**src/rtl/counter_ctrl_pkg.sv**
```systemverilog
// Shared types and constants for the counter_ctrl timer.
// State encoding and run-mode values.
package counter_ctrl_pkg;

    typedef enum logic {
        IDLE = 1'b0,
        RUN  = 1'b1
    } state_t;

    localparam logic MODE_ONESHOT  = 1'b0;
    localparam logic MODE_PERIODIC = 1'b1;

endpackage

```
**src/rtl/mod_counter_core.sv**
```systemverilog
// Modulo up-counter datapath: counts 0..lim, clears on clr.
// wrap flags an enabled step taken from the terminal value.
module mod_counter_core #(
    parameter int N = 8
) (
    input  logic         clk,
    input  logic         reset,
    input  logic         clr,
    input  logic         en,
    input  logic [N-1:0] lim,
    output logic [N-1:0] q,
    output logic         wrap
);

    logic [N-1:0] q_q;
    logic [N-1:0] q_d;

    assign wrap = en && (q_q == lim);
    assign q    = q_q;

    // Next count: explicit compare-and-clear, never relies on overflow.
    always_comb begin
        q_d = q_q;
        if (clr) begin
            q_d = '0;
        end else if (en) begin
            if (q_q == lim) begin
                q_d = '0;
            end else begin
                q_d = q_q + N'(1);
            end
        end
    end

    // Count register.
    always_ff @(posedge clk) begin
        if (reset) begin
            q_q <= '0;
        end else begin
            q_q <= q_d;
        end
    end

endmodule

```
**src/rtl/counter_ctrl.sv**
```systemverilog
// Programmable timer controller around mod_counter_core.
// Start/stop FSM, prescaler and shadowed configuration.
module counter_ctrl
    import counter_ctrl_pkg::*;
#(
    parameter int N = 8,
    parameter int P = 4
) (
    input  logic         clk,
    input  logic         reset,
    input  logic         start,
    input  logic         stop,
    input  logic         mode,
    input  logic [N-1:0] limit,
    input  logic [P-1:0] prescale,
    output logic         busy,
    output logic [N-1:0] q,
    output logic         tick,
    output logic         done
);

    state_t       state_q, state_d;
    logic [P-1:0] pc_q, pc_d;
    logic [N-1:0] lim_q, lim_d;
    logic [P-1:0] psc_q, psc_d;
    logic         mode_q, mode_d;
    logic         tick_q, tick_d;
    logic         done_q, done_d;

    logic load;
    logic adv;
    logic wrap;

    // Accepted start (stop wins) and prescaled advance strobes.
    assign load = (state_q == IDLE) && start && !stop;
    assign adv  = (state_q == RUN) && !stop && (pc_q == psc_q);

    mod_counter_core #(
        .N(N)
    ) u_core (
        .clk  (clk),
        .reset(reset),
        .clr  (load),
        .en   (adv),
        .lim  (lim_q),
        .q    (q),
        .wrap (wrap)
    );

    assign busy = (state_q == RUN);
    assign tick = tick_q;
    assign done = done_q;

    // Next-state, prescaler, shadow latch and event pulses.
    always_comb begin
        state_d = state_q;
        pc_d    = pc_q;
        lim_d   = lim_q;
        psc_d   = psc_q;
        mode_d  = mode_q;
        tick_d  = 1'b0;
        done_d  = 1'b0;
        unique case (state_q)
            IDLE: begin
                if (load) begin
                    lim_d   = limit;
                    psc_d   = prescale;
                    mode_d  = mode;
                    pc_d    = '0;
                    state_d = RUN;
                end
            end
            RUN: begin
                if (stop) begin
                    pc_d    = '0;
                    state_d = IDLE;
                end else if (pc_q != psc_q) begin
                    pc_d = pc_q + P'(1);
                end else begin
                    pc_d = '0;
                    if (wrap) begin
                        tick_d = 1'b1;
                        if (mode_q == MODE_ONESHOT) begin
                            done_d  = 1'b1;
                            state_d = IDLE;
                        end
                    end
                end
            end
            default: begin
                state_d = IDLE;
            end
        endcase
    end

    // State, prescaler, configuration and pulse registers.
    always_ff @(posedge clk) begin
        if (reset) begin
            state_q <= IDLE;
            pc_q    <= '0;
            lim_q   <= '0;
            psc_q   <= '0;
            mode_q  <= MODE_ONESHOT;
            tick_q  <= 1'b0;
            done_q  <= 1'b0;
        end else begin
            state_q <= state_d;
            pc_q    <= pc_d;
            lim_q   <= lim_d;
            psc_q   <= psc_d;
            mode_q  <= mode_d;
            tick_q  <= tick_d;
            done_q  <= done_d;
        end
    end

endmodule

```
**config.mk**
```make
export PLATFORM = sky130hd
export DESIGN_NAME = counter_ctrl
export DESIGN_NICKNAME = d
export VERILOG_FILES = /design/src/rtl/counter_ctrl_pkg.sv /design/src/rtl/mod_counter_core.sv /design/src/rtl/counter_ctrl.sv
export SDC_FILE = /design/constraint.sdc
export NUM_CORES = 1
export LEC_CHECK = 0
export BUFFER_PORTS_ARGS = -buffer_cell sky130_fd_sc_hd__clkbuf_2
export CAP_MARGIN = 20
export CORE_ASPECT_RATIO = 0.9
export CORE_MARGIN = 1.5
export CORE_UTILIZATION = 40
export DETAILED_ROUTE_END_ITERATION = 16
export SETUP_SLACK_MARGIN = 0.5
export SYNTH_ARGS = -nofsm -noshare
export SYNTH_HDL_FRONTEND = slang
export SYNTH_SLANG_ARGS = --single-unit
```
**constraint.sdc**
```tcl
create_clock -name clk -period 1.87 [get_ports clk]
set_input_delay 0.0935 -clock clk [delete_from_list [all_inputs] [get_ports clk]]
set_output_delay 0.0935 -clock clk [all_outputs]
set_load 0.02 [all_outputs]
```
==> results of run 1 <==
## cell usage after synthesis
| cell type | number |
|---|---|
| nand3_1 | 7 |
| or2_2 | 3 |
| nor3b_1 | 2 |
| nor4_1 | 2 |
| ha_1 | 2 |
| o21ai_0 | 2 |
| dfxtp_1 | 28 |
| nand4b_1 | 1 |
| a2111oi_4 | 1 |
| or4_4 | 1 |
| xor2_1 | 11 |
| nand4_1 | 1 |
| nor3_1 | 2 |
| nand3b_1 | 1 |
| nand2b_1 | 2 |
| o31ai_1 | 2 |
| nor2_2 | 1 |
| nand2_1 | 35 |
| o41ai_1 | 3 |
| a31oi_1 | 2 |
| xor2_2 | 1 |
| nor2_1 | 7 |
| a21oi_1 | 20 |
| and3_1 | 3 |
| nor3b_2 | 1 |
| o21ai_1 | 1 |
| clkbuf_1 | 6 |
| a22oi_1 | 1 |
| nand2_2 | 2 |
| nor4_2 | 2 |
| nor2b_1 | 2 |
| a32oi_1 | 4 |
## sequential cells by signal (all words and copies together), names as in the netlist
| register | flops |
|---|---|
| busy | 1 |
| done | 1 |
| lim_q | 8 |
| mode_q | 1 |
| pc_q | 4 |
| psc_q | 4 |
| tick | 1 |
| u_core.q | 8 |
## layout make-up
cell class / instances / area (um2) / area share [%]
repair buffers: 39 / 229.0 / 13.10
flip-flops and latches: 28 / 579.3 / 33.14
multi-input cells: 125 / 845.8 / 48.39
well taps: 42 / 52.55 / 3.006
clock buffers: 3 / 41.29 / 2.362
## through the flow
| stage | setup slack [ns] | setup TNS [ns] | area, um2 | instances |
|---|---|---|---|---|
| after floorplan | 0.2138 | 0 | 1381 | 159 |
| after global placement | 0.1691 | 0 | 1575 | 226 |
| after detailed placement | 0.1286 | 0 | 1575 | 226 |
| after CTS | 0.09754 | 0 | 1664 | 233 |
| after global routing | -0.001372 | -0.001372 | 1748 | 237 |
| final | 0.08744 | 0 | 1748 | 237 |
## per-layer routing
layer	track usage [%]	vias up	part of all wire (%)
met1	26.98	594	47
met4	7.764	0	1.7
met2	29.46	44	46
li1	-	637	-
met5	0	-	0
met3	3.301	6	5.9
## logic make-up (layout without fill, tap and decap cells)
kind of cell,Yosys count,in the layout
xor+xnor,12,12
compound gates,36,36
fa+ha+maj,2,2
flops,28,28
simple gates,75,75
buf+inv,6,42
## worst min path at each step
stage               endpoint   startpoint  slack [ns]  cells after the start
floorplan           lim_q[0]     limit[0]        0.23                      2
global placement    lim_q[7]     limit[7]        0.32                      3
detailed placement  lim_q[3]     limit[3]        0.32                      3
CTS                 psc_q[1]  prescale[1]        0.02                      3
global route        lim_q[3]     limit[3]        0.03                      3
finish              psc_q[1]  prescale[1]        0.02                      3
## critical path: stages, from the launching register on
cell	delay [ns]
dfxtp_2	0.33
xor2_1	0.18
or4_4	0.59
a2111oi_4	0.32
nand4b_1	0.14
a21oi_1	0.16
## where the power goes
group | internal (mW) | total [mW] | switching [mW]
combinational | 0.0749 | 0.184 | 0.109
clock | 0.145 | 0.327 | 0.183
sequential | 0.611 | 0.626 | 0.0156
## what timing repair did
item,CTS,global route
resized for setup,6,13
endpoints found under the setup margin,13,19
pin swaps,2,9
buffers inserted,4,4
cloned,0,0
==> out/metrics.cfg, run 1 <==
[run_status]
status = finished, final reports clean

[yosys]
synth_area_leaders = dfxtp_1, nand2_1, a21oi_1, xor2_1, a32oi_1
yosys.area.top_type_share_pct = 41.75
syn-num-nets = 178
synth_xor_area_share_pct = 8.388
synth_top_family_by_area = simple AND/OR/NAND/NOR gates
muxShareOfSynthArea_pct = 0
synth_cell_type_count = 32
synth_area_leader_cell = dfxtp_1
synth_simple_gate_area_share_pct = 28.52
synth_cells = 159
syn_avg_cell_area_um2 = 8.444
synth_compound_area_share_pct = 17.80
synth_area_um2 = 1343
ys_seq_elements = 28
ys_warn_count = 0
synth_adder_area_share_pct = 1.864
synth-seq-area-share_pct = 41.75

[cts]
cts_buffers = 3
cts.reportedPaths.clkPinSlew_ns = 0.09
htree_levels = 1
root_buffer = clkbuf_8
cts_hold_buf = 0
clock_latency_ns = 0.27
cts_buffer_depth = 2
clkSinkCount = 28
cts_tree = built

[floorplanning]
core_um2 = 3138
die_h_um = 57.96
initial_core_util_pct = 42.78
io_pins = 28
rows = 19
die_w_um = 64.07
die-area_um2 = 3713

[pwr]
power_density_nw_per_um2 = 651.0
leakagePower_nw = 0.7423
finalPower_mw = 1.138
peakVddDrop_v = 0.0003737

[sta]
slew_headroom_pct = 65.27
drv_slew = 0
tightest_slew_ns = 0.5191
hold_slack_ns = 0.02371
layout_min_cycle_time_ns = 1.783
rsz0062_at_grt = true
finalHoldViolCount = 0
skew_ns = 0.003408
post-route-period-util_pct = 95.32
fmax_mhz = 561.0
setup_viol = 0

[global_route]
grt_antenna_before_repair = 0
grt_pass1_vias = 1196
grt_overflow = 0
grt_pass1_wl_um = 5575
grt_max_degree = 21
track_usage_pct = 19.21

[route]
drt-initial-drc-count = 47
wire_per_inst_um = 14.06
drtPass1Iterations = 4
viasPerCell = 5.405
finalWirelength_um = 3333
drc = 0
vias = 1281
antenna_left = 0

[setup_path]
crit_type = flop to flop
critPathArrivalTime_ns = 1.99
cp-startpoint = psc_q[1]
crit_path_start_kind = flop
reg2reg_from = psc_q[1]
cp.required_ns = 2.08
crit_fanout = 3
setup.worst_path.end = u_core.q[7]
reg2regPathDepth = 5
timing.rr.end = u_core.q[7]
r2r_slack_ns = 0.09
crit_path_end_kind = flop

[final_layout]
nFillCells = 308
syn2layout_area_growth_pct = 30.20
final_layout_size_suffix_gt1_share_pct = 37.44
antennaDiodeCount = 0
fin_util_pct = 55.70
nNetsFinal = 216
final_cell_mix = nand2_1, clkbuf_2, a21oi_1, dfxtp_1, buf_4
final_common_cell = nand2_1

[min_path]
hp-class = input pin to flop

[placement]
port_buffers = 27
place.gp.congestion = 0.8306
hpwl_um = 2331

[job]
maxCapViolCount = 0

No activity file was read; power rests on OpenSTA's default activity.
==> inputs of run 2 (changes only) <==
ABC_AREA = 1   (was default)
==> run 2 against run 1 <==
Against the previous run: non-clock buffer count up 4; register-to-register slack better by 0.42 ns; utilization up 0.27 points; cell area up 11%; critical path type unchanged; critical endpoint is now u_core.q[2]; highest routed layer unchanged.
==> out/metrics.cfg, run 2 <==
[cts]
clock_latency_ns = 0.28  ; was 0.27 ns
cts.reportedPaths.clkPinSlew_ns = 0.09  ; about the same
cts_tree = built  ; unchanged
clkSinkCount = 28  ; unchanged
htree_levels = 1  ; unchanged
cts_buffer_depth = 2  ; unchanged
cts_hold_buf = 0  ; unchanged
root_buffer = clkbuf_8  ; unchanged
cts_buffers = 3  ; unchanged

[placement]
hpwl_um = 2479  ; was 2331 um
place.gp.congestion = 0.8390  ; was 0.8306
port_buffers = 27  ; unchanged
dpl.cell_count = 309  ; was 226

[route]
drtPass1Iterations = 4  ; unchanged
viasPerCell = 4.709  ; was 5.405
drc = 0  ; unchanged
finalWirelength_um = 3513  ; was 3333 um
antenna_left = 0  ; unchanged
vias = 1535  ; was 1281
wire_per_inst_um = 10.78  ; was 14.06 um
drt-initial-drc-count = 62  ; was 47

[setup_path]
critPathArrivalTime_ns = 1.57  ; was 1.99 ns
cp.required_ns = 2.08  ; about the same
crit_path_start_kind = flop  ; unchanged
crit_path_top_delay_cell = dfxtp_1  ; was or4_4
max_stage_delay_ns = 0.34  ; was 0.59 ns
path_cells = inv_1 -> nand2_1 -> nand2_1 -> nor2_2 -> nand2_2 -> nor2_4 -> buf_6 -> nand3_2 -> a21oi_2  ; was xor2_1 -> or4_4 -> a2111oi_4 -> nand4b_1 -> a21oi_1
r2r_slack_ns = 0.51  ; was 0.09 ns
cpMostUsedCell = nand2_1
crit_type = flop to flop  ; unchanged
crit_path_end_kind = flop  ; unchanged
crit_fanout = 6  ; was 3

[yosys]
synth-seq-area-share_pct = 37.52  ; was 41.75%
synth_area_leader_cell = dfxtp_1  ; unchanged
ys_warn_count = 0  ; unchanged
synth_cell_type_count = 19  ; was 32
yosys.cell_count.top_type = nand2_1  ; unchanged
yosys.area.top_type_share_pct = 37.52  ; was 41.75%
synth_area_um2 = 1494  ; was 1343 um2
synthTopCellsByCount = nand2_1, inv_1, dfxtp_1, a21oi_1, nor2_1  ; was nand2_1, dfxtp_1, a21oi_1, xor2_1
ys_seq_elements = 28  ; unchanged
syn_avg_cell_area_um2 = 6.173  ; was 8.444 um2
syn-num-nets = 261  ; was 178
synth_cells = 242  ; was 159
synth_edf_count = 0  ; unchanged
postSynth.asyncResetShare_pct = 0  ; unchanged
synth_area_leaders = dfxtp_1, nand2_1, inv_1, a21oi_1, o21ai_0  ; was dfxtp_1, nand2_1, a21oi_1, xor2_1, a32oi_1
ys.flop_type = dfxtp_1  ; unchanged

[floorplanning]
rows = 20  ; was 19
io_pins = 28  ; unchanged
die_w_um = 67.42  ; was 64.07 um
core_um2 = 3478  ; was 3138 um2
die-area_um2 = 4111  ; was 3713 um2
die_h_um = 60.98  ; was 57.96 um
initial_core_util_pct = 42.95  ; was 42.78%

[global_route]
grt_overflow = 0  ; unchanged
grt_pass1_vias = 1246  ; was 1196
grt_antenna_before_repair = 0  ; unchanged
track_usage_pct = 18.19  ; was 19.21%
grt_pass1_wl_um = 5513  ; was 5575 um
grt_max_degree = 19  ; was 21

[sta]
skew_ns = 0.004085  ; was 0.003408 ns
finalHoldViolCount = 0  ; unchanged
rsz0062_at_grt = true  ; unchanged
setup_viol = 0  ; unchanged
layout_min_cycle_time_ns = 1.360  ; was 1.783 ns
hold_slack_ns = 0.07289  ; was 0.02371 ns
tightest_slew_ns = 0.4061  ; was 0.5191 ns
drv_slew = 0  ; unchanged
fmax_mhz = 735.2  ; was 561.0 MHz
slew_headroom_pct = 72.89  ; was 65.27%
post-route-period-util_pct = 72.74  ; was 95.32%
fin_tns_setup_ns = 0  ; unchanged

[final_layout]
final_cell_mix = nand2_1, inv_1, clkbuf_2, a21oi_1  ; was nand2_1, clkbuf_2, a21oi_1, dfxtp_1, buf_4
nNetsFinal = 303  ; was 216
final_layout_size_suffix_gt1_share_pct = 32.27  ; was 37.44%
finalNonFillerCells = 326  ; was 237
fin_util_pct = 55.97  ; was 55.70%
antennaDiodeCount = 0  ; unchanged
syn2layout_area_growth_pct = 30.32  ; was 30.20%
final_common_cell = nand2_1  ; unchanged

[pwr]
finalPower_mw = 1.161  ; was 1.138 mW
power_density_nw_per_um2 = 596.2  ; was 651.0 nW/um2
peakVddDrop_v = 0.0003916  ; was 0.0003737 V
leakagePower_nw = 0.8976  ; was 0.7423 nW

[min_path]
hp-class = input pin to flop  ; unchanged

[job]
maxCapViolCount = 0  ; unchanged

[run_status]
status = finished, final reports clean  ; unchanged

-- run 2: cell count changes after synthesis, moves of 3 or more --
cell and change:
nand2_1 +47, a32oi_1 -4, o21ai_0 +14, inv_1 +40, nor2_1 +13, a21oi_1 +6, or2_2 -3, and3_1 -3
xor2_1 -9, o41ai_1 -3
-- run 2: through the flow --
stage                     setup WS, ns  area, um2
after CTS                       0.4913       1832
after global placement          0.3613       1669
after detailed placement        0.3384       1669
after global routing            0.4034       1947
final                           0.5098       1947
after floorplan                 0.5328       1495
-- run 2: layout make-up --
| cell class | count | area, um2 |
|---|---|---|
| multi-input cells | 166 | 825.8 |
| well taps | 44 | 55.05 |
| fillers | 353 | 1531 |
| repair buffers | 43 | 285.3 |
| flip-flops and latches | 28 | 581.8 |
| clock buffers | 3 | 41.29 |
| inverters | 42 | 157.7 |
-- run 2: power by group --
part | internal (mW) | switching (mW) | total, mW
sequential | 0.618 | 0.0148 | 0.632
combinational | 0.0763 | 0.122 | 0.198
clock | 0.145 | 0.185 | 0.330
total | 0.839 | 0.322 | 1.16
-- run 2: path summary, 6_finish.rpt --
check	start	endpoint	cells after the start
worst min-delay path	mode	mode_q	3
worst max-delay path	psc_q[1]	u_core.q[2]	9
worst min register to register	mode_q	done	1
worst max register to register	psc_q[1]	u_core.q[2]	9
-- run 2: metal layers --
layer | global-route usage [%] | vias to the layer above | share of wire [%]
met1 | 24.54 | 670 | 50
met3 | 5.195 | 2 | 5.2
met2 | 29.00 | 36 | 44
met4 | 4.373 | 0 | 0.34
met5 | 0 | - | 0
li1 | - | 827 | -
-- run 2: worst max-delay path: cells and delay by family (launching register included) --
family / cells / cell delay (ns)
AOI/OAI and AO/OA: 1 / 0.13
DFF: 1 / 0.34
buffers and inverters: 2 / 0.21
and+or+nand+nor: 6 / 0.61
-- run 2: what timing repair did --
action                                  in CTS  in global routing
pin swaps                                    6                 13
endpoints found under the setup margin      11                 13
setup buffers                               10                  4
resized for setup                           22                 28
-- run 2: logic make-up after synthesis --
logic type | after synthesis | share of synthesized area [%]
compound gates | 42 | 14.07
xor+xnor | 2 | 1.173
fa+ha+maj | 2 | 1.675
buf+inv | 48 | 12.65
flops | 28 | 37.52
simple gates | 120 | 32.91
